## src/rtl/expr_hammer_pkg.sv

```systemverilog
// Shared definitions for the vloghammer stimulus/response drivers:
// operand widths, result width, driver states, result fold and MISR defaults.
package expr_hammer_pkg;

    localparam int U0_W  = 4;
    localparam int U1_W  = 5;
    localparam int U2_W  = 6;
    localparam int S3_W  = 4;
    localparam int S4_W  = 5;
    localparam int S5_W  = 6;
    localparam int OPS_W = 60;
    localparam int Y_W   = 90;

    localparam logic [31:0] SIG_POLY_DEF = 32'h04C1_1DB7;
    localparam logic [31:0] SIG_INIT_DEF = 32'hFFFF_FFFF;

    typedef enum logic [1:0] {
        IDLE = 2'd0,
        RUN  = 2'd1,
        DONE = 2'd2
    } state_e;

    // Compact the 90-bit packed result into one 32-bit MISR input word.
    function automatic logic [31:0] fold(input logic [Y_W-1:0] y);
        return y[31:0] ^ y[63:32] ^ {6'b0, y[89:64]};
    endfunction

endpackage

```

## src/rtl/misr32.sv

```systemverilog
// 32-bit Galois MISR: clr reloads SIG_INIT, en absorbs one din word per cycle.
module misr32
    import expr_hammer_pkg::*;
#(
    parameter logic [31:0] SIG_INIT = SIG_INIT_DEF,
    parameter logic [31:0] SIG_POLY = SIG_POLY_DEF
) (
    input  logic        clk,
    input  logic        rst_n,
    input  logic        clr,
    input  logic        en,
    input  logic [31:0] din,
    output logic [31:0] sig
);

    logic [31:0] sig_q;
    logic [31:0] sig_d;

    // NOTE: default assigned first so every path drives sig_d and no latch is inferred.
    always_comb begin
        sig_d = sig_q;
        if (clr) begin
            sig_d = SIG_INIT;
        end else if (en) begin
            sig_d = {sig_q[30:0], 1'b0} ^ (sig_q[31] ? SIG_POLY : 32'h0) ^ din;
        end
    end

    // NOTE: non-blocking assignment for state so all flops update together on the edge.
    always_ff @(posedge clk or negedge rst_n) begin
        if (!rst_n) begin
            sig_q <= SIG_INIT;
        end else begin
            sig_q <= sig_d;
        end
    end

    assign sig = sig_q;

endmodule

```

## src/rtl/expr_vector_driver.sv

```systemverilog
// Closed-loop driver for expression_NNNNN blocks: LFSR operand source, MISR
// response compaction and a run-length FSM that compares against exp_sig.
module expr_vector_driver
    import expr_hammer_pkg::*;
#(
    parameter logic [59:0] LFSR_SEED = 60'h1,
    parameter logic [31:0] SIG_INIT  = SIG_INIT_DEF,
    parameter logic [31:0] SIG_POLY  = SIG_POLY_DEF,
    parameter int          CNT_W     = 16
) (
    input  logic                    clk,
    input  logic                    rst_n,
    input  logic                    start,
    input  logic [CNT_W-1:0]        nvec,
    input  logic [31:0]             exp_sig,
    input  logic [Y_W-1:0]          y,
    output logic [U0_W-1:0]         a0,
    output logic [U1_W-1:0]         a1,
    output logic [U2_W-1:0]         a2,
    output logic signed [S3_W-1:0]  a3,
    output logic signed [S4_W-1:0]  a4,
    output logic signed [S5_W-1:0]  a5,
    output logic [U0_W-1:0]         b0,
    output logic [U1_W-1:0]         b1,
    output logic [U2_W-1:0]         b2,
    output logic signed [S3_W-1:0]  b3,
    output logic signed [S4_W-1:0]  b4,
    output logic signed [S5_W-1:0]  b5,
    output logic                    busy,
    output logic                    done,
    output logic                    pass,
    output logic [31:0]             sig,
    output logic [CNT_W-1:0]        vec_cnt
);

    // An all-zero seed would lock the LFSR, so it is replaced by 1.
    localparam logic [59:0] SEED = (LFSR_SEED == 60'h0) ? 60'h1 : LFSR_SEED;

    state_e             state_q, state_d;
    logic [OPS_W-1:0]   lfsr_q, lfsr_d;
    logic [CNT_W-1:0]   cnt_q, cnt_d;
    logic [CNT_W-1:0]   nvec_q, nvec_d;
    logic [31:0]        exp_q, exp_d;
    logic               done_q, done_d;
    logic               misr_clr;
    logic               misr_en;
    logic [CNT_W-1:0]   cnt_inc;
    logic [31:0]        sig_w;

    assign cnt_inc = cnt_q + CNT_W'(1);

    always_comb begin
        state_d  = state_q;
        lfsr_d   = lfsr_q;
        cnt_d    = cnt_q;
        nvec_d   = nvec_q;
        exp_d    = exp_q;
        done_d   = 1'b0;
        misr_clr = 1'b0;
        misr_en  = 1'b0;
        case (state_q)
            IDLE, DONE: begin
                if (start) begin
                    nvec_d   = nvec;
                    exp_d    = exp_sig;
                    lfsr_d   = SEED;
                    cnt_d    = '0;
                    misr_clr = 1'b1;
                    state_d  = (nvec == '0) ? DONE : RUN;
                    done_d   = (nvec == '0);
                end
            end
            RUN: begin
                // y reflects the operands presented this cycle; absorb it, then advance.
                misr_en = 1'b1;
                lfsr_d  = {lfsr_q[58:0], lfsr_q[59] ^ lfsr_q[58]};
                cnt_d   = cnt_inc;
                if (cnt_inc == nvec_q) begin
                    state_d = DONE;
                    done_d  = 1'b1;
                end
            end
            default: state_d = IDLE;
        endcase
    end

    always_ff @(posedge clk or negedge rst_n) begin
        if (!rst_n) begin
            state_q <= IDLE;
            lfsr_q  <= SEED;
            cnt_q   <= '0;
            nvec_q  <= '0;
            exp_q   <= '0;
            done_q  <= 1'b0;
        end else begin
            state_q <= state_d;
            lfsr_q  <= lfsr_d;
            cnt_q   <= cnt_d;
            nvec_q  <= nvec_d;
            exp_q   <= exp_d;
            done_q  <= done_d;
        end
    end

    misr32 #(
        .SIG_INIT (SIG_INIT),
        .SIG_POLY (SIG_POLY)
    ) u_misr (
        .clk   (clk),
        .rst_n (rst_n),
        .clr   (misr_clr),
        .en    (misr_en),
        .din   (fold(y)),
        .sig   (sig_w)
    );

    assign {a0, a1, a2, a3, a4, a5, b0, b1, b2, b3, b4, b5} = lfsr_q;

    assign busy    = (state_q == RUN);
    assign done    = done_q;
    assign pass    = (state_q == DONE) && (sig_w == exp_q);
    assign sig     = sig_w;
    assign vec_cnt = cnt_q;

endmodule
```

## config.mk

```make
export PLATFORM = sky130hd
export DESIGN_NAME = expr_vector_driver
export DESIGN_NICKNAME = d
export VERILOG_FILES = /design/src/rtl/expr_hammer_pkg.sv /design/src/rtl/misr32.sv /design/src/rtl/expr_vector_driver.sv
export SDC_FILE = /design/constraint.sdc
export NUM_CORES = 1
export LEC_CHECK = 0
export BUFFER_PORTS_ARGS = -buffer_cell sky130_fd_sc_hd__buf_2
export CAP_MARGIN = 5
export CORE_MARGIN = 3
export CORE_UTILIZATION = 45
export CTS_CLUSTER_SIZE = 20
export DETAILED_ROUTE_END_ITERATION = 8
export PLACE_DENSITY = 0.75
export SYNTH_ARGS = -nofsm -noshare
export SYNTH_HDL_FRONTEND = slang
export SYNTH_SLANG_ARGS = --single-unit
```

## constraint.sdc

```tcl
create_clock -name clk -period 2.1 [get_ports clk]
set_input_delay 0 -clock clk [delete_from_list [all_inputs] [get_ports clk]]
set_output_delay 0 -clock clk [all_outputs]
set_load 0.005 [all_outputs]
```

==> out/results.md, run 1 <==
| Result | This run | Unit |
|---|---|---|
| Area of the die | 0.0189 | mm2 |
| Required time of the critical path | 2100 | ps |
| Worst path arrival time | 2050 | ps |
| Dominant register cell in the synthesized netlist | sky130_fd_sc_hd__dfrtp_1 | - |
| R2R Setup Slk | 100 | ps |
| Sequential area share after synthesis | 51.7 | % |
| Number of warnings printed during yosys synthesis | 0 | - |
| Wire length of the first global-routing pass | 36300 | um |
| Number of clock buffers inserted by TritonCTS | 17 | - |
| Overall power | 15.5 | mW |
| Synthesized area per cell | 10.2 | um2 |
| Area delta synth->final | 44.4 | % |
| Top area cells in the synthesized netlist | sky130_fd_sc_hd__dfrtp_1, sky130_fd_sc_hd__xnor2_1, sky130_fd_sc_hd__dfstp_2, sky130_fd_sc_hd__nand2_1, sky130_fd_sc_hd__a22o_1 | - |
| Count of endpoints failing hold in the final timing report | 0 | - |
| Clock group share of total power | 19.9 | % |
| Leakage | 5.41 | nW |
| Tot GR Track Use | 24.7 | % |
| Quantity of I/O buffers inserted on ports | 251 | - |
| Via count of the first global-routing pass | 7191 | - |
| Layout cell share with drive strength beyond 1 | 33.4 | % |
| Net Sw Power | 6.02 | mW |
| Largest area contributor in the netlist | sky130_fd_sc_hd__dfrtp_1 | - |
| Worst slew pin tran | 654 | ps |
| Horiz. Die Dim | 137 | um |
| Number of enable flip-flop cells after synthesis | 0 | - |
| Peak supply drop | 0.706 | mV |
| Cell-internal power | 9.52 | mW |
| Max Fanout on Critical Path | 3 | - |
| Rel. slew slack | 56.0 | % |
| Core Region | 0.0168 | mm2 |
| Power per unit of standard cell area | 1380 | mW/mm2 |
| Combinational fraction of design power | 43.4 | % |
| Clk pin slew, worst setup/hold paths | 70 | ps |
| Kind of critical path | register to output port | - |
| Num Clock Sinks | 159 | - |
| Worst-skew pair later-pin latency | 430 | ps |
| Worst clock skew | 14.9 | ps |
| Initial Util | 46.4 | % |
| Filler Cell Count | 1241 | - |
| Fraction of registers with async set/reset | 100 | % |
| Pins over their slew limit | 0 | - |
| DRC | 0 | - |
| Post-detailed-routing wire length | 23400 | um |
| Total number of nets in the final design | 1270 | - |
| Post-synth net total | 906 | - |
| Worst-case clock buffer depth | 2 | - |
| Final min period | 2050 | ps |
| Number of failing setup endpoints in the final timing report | 0 | - |
| Area share of the largest cell type after synthesis | 40.6 | % |
| Sequential share of power | 36.7 | % |
| Routability congestion estimate from global placement | 0.865 | - |
| Clock root cell | sky130_fd_sc_hd__clkbuf_16 | - |
| Placed Cells | 1221 | - |
| Height of the chip | 137 | um |
| Count of unique library cells instantiated by Yosys | 45 | - |
| Overflow left after global routing | 0 | - |
| TritonCTS clock tree | done | - |
| Kind of launch point of the worst setup path | register | - |
| Path type of the worst min-delay path | input pin to register | - |
| Pre-Repair DR Iteration Count | 5 | - |
| Number of violations reported at the end of detailed-routing iteration 0 | 403 | - |
| Largest net degree at the start of global routing | 82 | - |
| DR vias/cell | 5.19 | - |
| Endpoint kind of the worst setup timing path | output port | - |
| Part of the cycle the worst path needs | 97.5 | % |
| Setup repair after global routing missed its margin | true | - |
| Routed Antenna Nets | 0 | - |
| Maximum clock frequency | 488 | MHz |
| Synthesis-stage register bit count | 159 | - |
| Net switching fraction of the power | 38.7 | % |
| Max cap viols | 0 | - |
| Outcome | finished clean | - |
| Count of mapped cells out of synthesis | 764 | - |
| Final Instance Count excl. Fillers | 1363 | - |
| Placement Rows | 47 | - |
| Num ports | 252 | - |
| Routed wire length per instance | 17.2 | um |
| DR vias | 7074 | - |
| Initial antenna violation count | 2 | - |
| Max H-tree Level | 4 | - |
| Post-detail-place hpwl | 15200 | um |
| Synthesized cell area | 0.00777 | mm2 |
## synth_stat cells, types with 5 or more instances
cell                       instances
sky130_fd_sc_hd__a21oi_1          38
sky130_fd_sc_hd__or3_1             6
sky130_fd_sc_hd__dfstp_2          33
sky130_fd_sc_hd__nand2_1         162
sky130_fd_sc_hd__xnor2_1         118
sky130_fd_sc_hd__o21ai_0          18
sky130_fd_sc_hd__nand4_1          13
sky130_fd_sc_hd__buf_2             5
sky130_fd_sc_hd__nor2_1           40
sky130_fd_sc_hd__xor2_1           36
sky130_fd_sc_hd__buf_1             7
sky130_fd_sc_hd__o31ai_1           9
sky130_fd_sc_hd__nor4_1           10
sky130_fd_sc_hd__a22o_1           60
sky130_fd_sc_hd__clkbuf_1         33
sky130_fd_sc_hd__dfrtp_1         126
## flip-flops by register name, summed over array words and instances (netlist names)
| signal | cells |
|---|---|
| vec_cnt | 16 |
| exp_q | 32 |
| lfsr_q | 60 |
| state_q | 2 |
| u_misr.sig | 32 |
| nvec_q | 16 |
| done | 1 |
## per-layer routing
layer	wire length [um]	up-vias	GRT usage [%]
met5	13	-	0
met4	719	2	8.54
met3	1390	61	5.77
met2	11700	268	41.0
met1	9590	3415	31.8
li1	-	3328	-
## path summary, 6_finish.rpt
| check | start | end | cells past startpoint |
|---|---|---|---|
| setup / recovery | u_misr.sig[28]$_DFFE_PN1P_ | pass | 6 |
| hold / removal | y[40] | u_misr.sig[8]$_DFFE_PN1P_ | 5 |
| setup reg to reg | vec_cnt[7]$_DFFE_PN0P_ | state_q[0]$_DFFE_PN0P_ | 6 |
| hold reg to reg | exp_q[10]$_DFFE_PN0P_ | exp_q[10]$_DFFE_PN0P_ | 2 |
| max in group asynchronous | rst_n | u_misr.sig[28]$_DFFE_PN1P_ | 3 |
| min in group asynchronous | rst_n | lfsr_q[24]$_DFFE_PN0P_ | 2 |
## final cells by class
| cell class | count | area [um2] | share of cell area (%) |
|---|---|---|---|
| diodes | 2 | 5.00 | 0.0446 |
| clock buffers | 17 | 425 | 3.79 |
| clock inverters | 15 | 191 | 1.71 |
| inverters | 2 | 8.76 | 0.0780 |
| multi-input cells | 558 | 3680 | 32.8 |
| flip-flops and latches | 159 | 4030 | 35.9 |
| well taps | 220 | 275 | 2.45 |
| repair buffers | 390 | 2610 | 23.3 |
## stage by stage
step                      TNS (ps)  area, um2  setup WS, ps  utilization (%)  hold WS [ps]
after floorplan                  0       7770          40.9                -          -296
after global placement           0       9440          54.5             56.3          3.98
after detailed placement     -38.5       9440         -16.9             56.3          8.04
after CTS                    -80.6      11100         -80.6             66.4         0.795
after global routing          -132      11200          -125             67.0          54.4
final                            0      11200          52.0             67.0          43.4
## layout by cell type, fill, tap and decap left out, drive strengths merged, types with 33 or more instances in the layout
cell type    instances
nor2                40
a22o                60
a21oi               38
dfstp               33
dfrtp              126
xor2                36
nand2              162
xnor2              118
buf                288
dlygate4sd3        102
## what timing repair did
action                                 CTS  global route
buffers inserted                         3             3
pin swaps                                3             6
resized for setup                        7            13
setup endpoints to repair                4             4
endpoints found under the hold margin  150             1
hold buffers                           101             1
## kinds of logic (layout without fill, tap and decap cells)
family | after synthesis | count (layout) | share of synthesized area, %
buf+inv | 47 | 424 | 2.35
other cells | 0 | 2 | 0
compound gates | 144 | 144 | 13.5
xor+xnor | 154 | 154 | 17.4
fa+ha+maj | 1 | 1 | 0.161
flops | 159 | 159 | 51.7
simple gates | 258 | 258 | 14.8
mux | 1 | 1 | 0.129
## worst max-delay path: stages (launching register included)
cell and delay [ps]:
sky130_fd_sc_hd__dfstp_2 580, sky130_fd_sc_hd__xnor2_2 150, sky130_fd_sc_hd__nand4_1 140, sky130_fd_sc_hd__nor4_2 300, sky130_fd_sc_hd__nand4_1 140, sky130_fd_sc_hd__nor4_2 150
sky130_fd_sc_hd__buf_2 170
## power groups by stage
stage          logic [mW]  registers, mW  clock network, mW
2_1_floorplan        3.88           5.51                  0
5_1_grt              7.37           5.87               3.30
3_3_place_gp         5.87           5.68                  0
6_report             6.74           5.70               3.10
4_1_cts              6.58           5.68               3.16
3_5_place_dp         5.99           5.72                  0
No activity file was read; power rests on OpenSTA's default activity.
==> run 2: changes to the inputs <==
--- a/config.mk
+++ b/config.mk
@@ -12,6 +12,7 @@
 export CTS_CLUSTER_SIZE = 20
 export DETAILED_ROUTE_END_ITERATION = 8
 export PLACE_DENSITY = 0.75
+export REMOVE_ABC_BUFFERS = 1
 export SYNTH_ARGS = -nofsm -noshare
 export SYNTH_HDL_FRONTEND = slang
 export SYNTH_SLANG_ARGS = --single-unit
==> run 2 against run 1 <==
  * The run now ends with negative setup slack left
  * Utilization rose by 0.27 points
  * Sequential cell count did not move
  * Routed wire length rose by 1.9%
  * Sequential power barely moved
  * Clock skew fell by 5.9 ps
  * Design area rose by 0.40%
  * Cell count rose by 0.37%
  * Hold slack got worse by 23 ps
  * Register-to-register slack got worse by 110 ps
  * Clock-buffer cell count did not move
  * Critical path type unchanged
  * Critical endpoint unchanged
==> out/results.md, run 2 (same netlist as run 1, synthesis figures left out) <==
| Result | This run | Unit | vs previous |
|---|---|---|---|
| Total number of nets in the final design | 1276 | - | was 1270 |
| Worst path arrival time | 2230 | ps | was 2050 ps |
| Highest cell delay on the worst timing path | 590 | ps | was 580 ps |
| Quantity of I/O buffers inserted on ports | 251 | - | unchanged |
| Number of violations reported at the end of detailed-routing iteration 0 | 420 | - | was 403 |
| Placement Rows | 47 | - | unchanged |
| Layout cell share with drive strength beyond 1 | 33.6 | % | was 33.4% |
| Part of the cycle the worst path needs | 106 | % | was 97.5% |
| Count of endpoints failing hold in the final timing report | 0 | - | unchanged |
| Via count of the first global-routing pass | 7305 | - | was 7191 |
| Routability congestion estimate from global placement | 0.868 | - | was 0.865 |
| Area delta synth->final | 45.0 | % | was 44.4% |
| Routed wire length per instance | 17.4 | um | was 17.2 um |
| Hold Path Stages | 4 | - | was 5 |
| Setup repair after global routing missed its margin | true | - | unchanged |
| TritonCTS clock tree | done | - | unchanged |
| R2R Setup Slk | -10 | ps | was 100 ps |
| Most frequent standard cell in the layout excluding fill and tap cells | sky130_fd_sc_hd__buf_2 | - | unchanged |
| Length in cells of the worst reg-to-reg path | 6 | - | unchanged |
| Most flop-heavy register | lfsr_q | - | unchanged |
| Clock root cell | sky130_fd_sc_hd__clkbuf_16 | - | unchanged |
| Worst-case clock buffer depth | 2 | - | unchanged |
| Pins over their slew limit | 0 | - | unchanged |
| Maximum clock frequency | 448 | MHz | was 488 MHz |
| Number of flip-flops in the largest register | 60 | - | unchanged |
| Total Neg Setup Slack | -140 | ps | was 0 ps |
| Tot GR Track Use | 25.2 | % | was 24.7% |
| Cells along the critical path | xnor2_2 > nand4_1 > nor4_2 > nand4_1 > nor4_2 > buf_2 | - | unchanged |
| DRC | 0 | - | unchanged |
| Initial Util | 46.4 | % | unchanged |
| Met1 Wirelength | 9550 | um | was 9590 um |
| Max cap viols | 0 | - | unchanged |
| Worst clock skew | 8.97 | ps | was 14.9 ps |
| Overflow left after global routing | 0 | - | unchanged |
| Largest net degree at the start of global routing | 66 | - | was 82 |
| Violations in the final reports | negative setup slack | - |  |
| Initial antenna violation count | 1 | - | was 2 |
| Wire length of the first global-routing pass | 37000 | um | was 36300 um |
| Post-detail-place hpwl | 15100 | um | was 15200 um |
| Peak supply drop | 0.654 | mV | was 0.706 mV |
| Pre-Repair DR Iteration Count | 5 | - | unchanged |
| Leakage | 5.45 | nW | was 5.41 nW |
| Uppermost layer routed | met4 | - | was met5 |
| Worst path bufs/invs | 1 | - | unchanged |
| Max H-tree Level | 4 | - | unchanged |
| Met3 Wirelength | 1420 | um | was 1390 um |
| Kind of critical path | register to output port | - | unchanged |
| Num ports | 252 | - | unchanged |
| Worst-skew pair later-pin latency | 430 | ps | about the same |
| Num Clock Sinks | 159 | - | unchanged |
| Core Region | 0.0168 | mm2 | unchanged |
| Number of failing setup endpoints in the final timing report | 2 | - | was 0 |
| Area of the die | 0.0189 | mm2 | unchanged |
| Kind of launch point of the worst setup path | register | - | unchanged |
| Detailed-routed wire length on met2 | 12100 | um | was 11700 um |
| DR vias | 7165 | - | was 7074 |
| Number of clock buffers inserted by TritonCTS | 17 | - | unchanged |
| Height of the chip | 137 | um | unchanged |
| DR vias/cell | 5.24 | - | was 5.19 |
| Critical R2R Launch | vec_cnt[1]$_DFFE_PN0P_ | - | was vec_cnt[7]$_DFFE_PN0P_ |
| WHS Endpoint | u_misr.sig[15]$_DFFE_PN1P_ | - | was u_misr.sig[8]$_DFFE_PN1P_ |
| Required time of the critical path | 2100 | ps | about the same |
| Final min period | 2230 | ps | was 2050 ps |
| Placement Setup Slack | 31.6 | ps | was -16.9 ps |
| Least setup slack across all paths after layout | -133 | ps | was 52.0 ps |
| Most frequent cells in the layout | sky130_fd_sc_hd__buf_2, sky130_fd_sc_hd__nand2_1, sky130_fd_sc_hd__dfrtp_1, sky130_fd_sc_hd__xnor2_1, sky130_fd_sc_hd__dlygate4sd3_1 | - | unchanged |
| Endpoint kind of the worst setup timing path | output port | - | unchanged |
| Rel. slew slack | 59.9 | % | was 56.0% |
| Horiz. Die Dim | 137 | um | unchanged |
| Slowest cell on crit path | sky130_fd_sc_hd__dfstp_2 | - | unchanged |
| Power per unit of standard cell area | 1380 | mW/mm2 | about the same |
| Routed Antenna Nets | 0 | - | unchanged |
| Worst hold path startpoint | y[79] | - | was y[40] |
| Post-detailed-routing wire length | 23800 | um | was 23400 um |
| Largest delay share family, worst path | simple AND/OR/NAND/NOR gates | - | unchanged |
| Filler Cell Count | 1268 | - | was 1241 |
| Path type of the worst min-delay path | input pin to register | - | unchanged |
| Max Fanout on Critical Path | 4 | - | was 3 |
| Worst slew pin tran | 601 | ps | was 654 ps |
| Outcome | finished with violations | - | was finished clean |
| Clk pin slew, worst setup/hold paths | 70 | ps | about the same |
| RR Endpoint | state_q[0]$_DFFE_PN0P_ | - | unchanged |
[run 2: cell types whose count changed in the layout (fill, tap and decap cells not counted), moves of 2 or more]
cell                         before  now
sky130_fd_sc_hd__dfrtp_2          5    1
sky130_fd_sc_hd__clkinvlp_4       2    0
sky130_fd_sc_hd__dfrtp_1        121  125
sky130_fd_sc_hd__inv_8            4    6
sky130_fd_sc_hd__buf_4           33   39
[run 2: power breakdown]
part | internal (mW) | total, mW | switching [mW]
Combinational | 3.36 | 6.69 | 3.33
Clock | 1.62 | 3.11 | 1.49
Sequential | 4.50 | 5.71 | 1.21
[run 2: repair_timing]
item	4_1_cts	5_1_grt
setup buffers	2	8
setup endpoints to repair	2	4
pin swaps	3	12
resized for setup	3	16
hold endpoints to repair	177	0
hold buffers	102	0
[run 2: cell type report]
cell class              count  area [um2]  area share (%)
flip-flops and latches    159        4020            35.7
multi-input cells         558        3690            32.8
repair buffers            396        2660            23.6
clock buffers              17         425            3.77
well taps                 220         275            2.44
clock inverters            15         188            1.67
inverters                   2        8.76          0.0777
diodes                      1        2.50          0.0222
[run 2: worst max-delay path by stage]
stage | from | to | depth (start not counted) | slack, ps
after floorplan | state_q[0]$_DFFE_PN0P_ | vec_cnt[10]$_DFFE_PN0P_ | 5 | -2270
after global placement | u_misr.sig[23]$_DFFE_PN1P_ | pass | 6 | 70
after detailed placement | vec_cnt[1]$_DFFE_PN0P_ | state_q[0]$_DFFE_PN0P_ | 8 | 30
after CTS | u_misr.sig[23]$_DFFE_PN1P_ | pass | 6 | -150
after global routing | u_misr.sig[12]$_DFFE_PN1P_ | pass | 6 | -230
final | u_misr.sig[12]$_DFFE_PN1P_ | pass | 6 | -130
[run 2: per-stage QoR]
stage	cells	total power, mW	hold slack [ps]	utilization, %	area [um2]
after floorplan	719	9.25	-296	-	7600
after global placement	1223	11.5	-6.33	56.4	9450
after detailed placement	1223	11.6	-4.28	56.4	9450
after CTS	1359	15.3	7.56	66.4	11100
after global routing	1368	16.5	48.0	67.2	11300
final	1368	15.5	20.3	67.2	11300
[run 2: worst min-delay path, cell delays in order]
cell and delay (ps):
sky130_fd_sc_hd__buf_2 80, sky130_fd_sc_hd__xnor2_1 140, sky130_fd_sc_hd__xnor2_1 150, sky130_fd_sc_hd__a21oi_1 70
[run 2: metal layers]
metal  vias up  global-route usage [%]
met4         0                    10.3
met1      3469                    31.7
met3        65                    5.84
met2       292                    41.8
met5         -                       0
li1       3339                       -
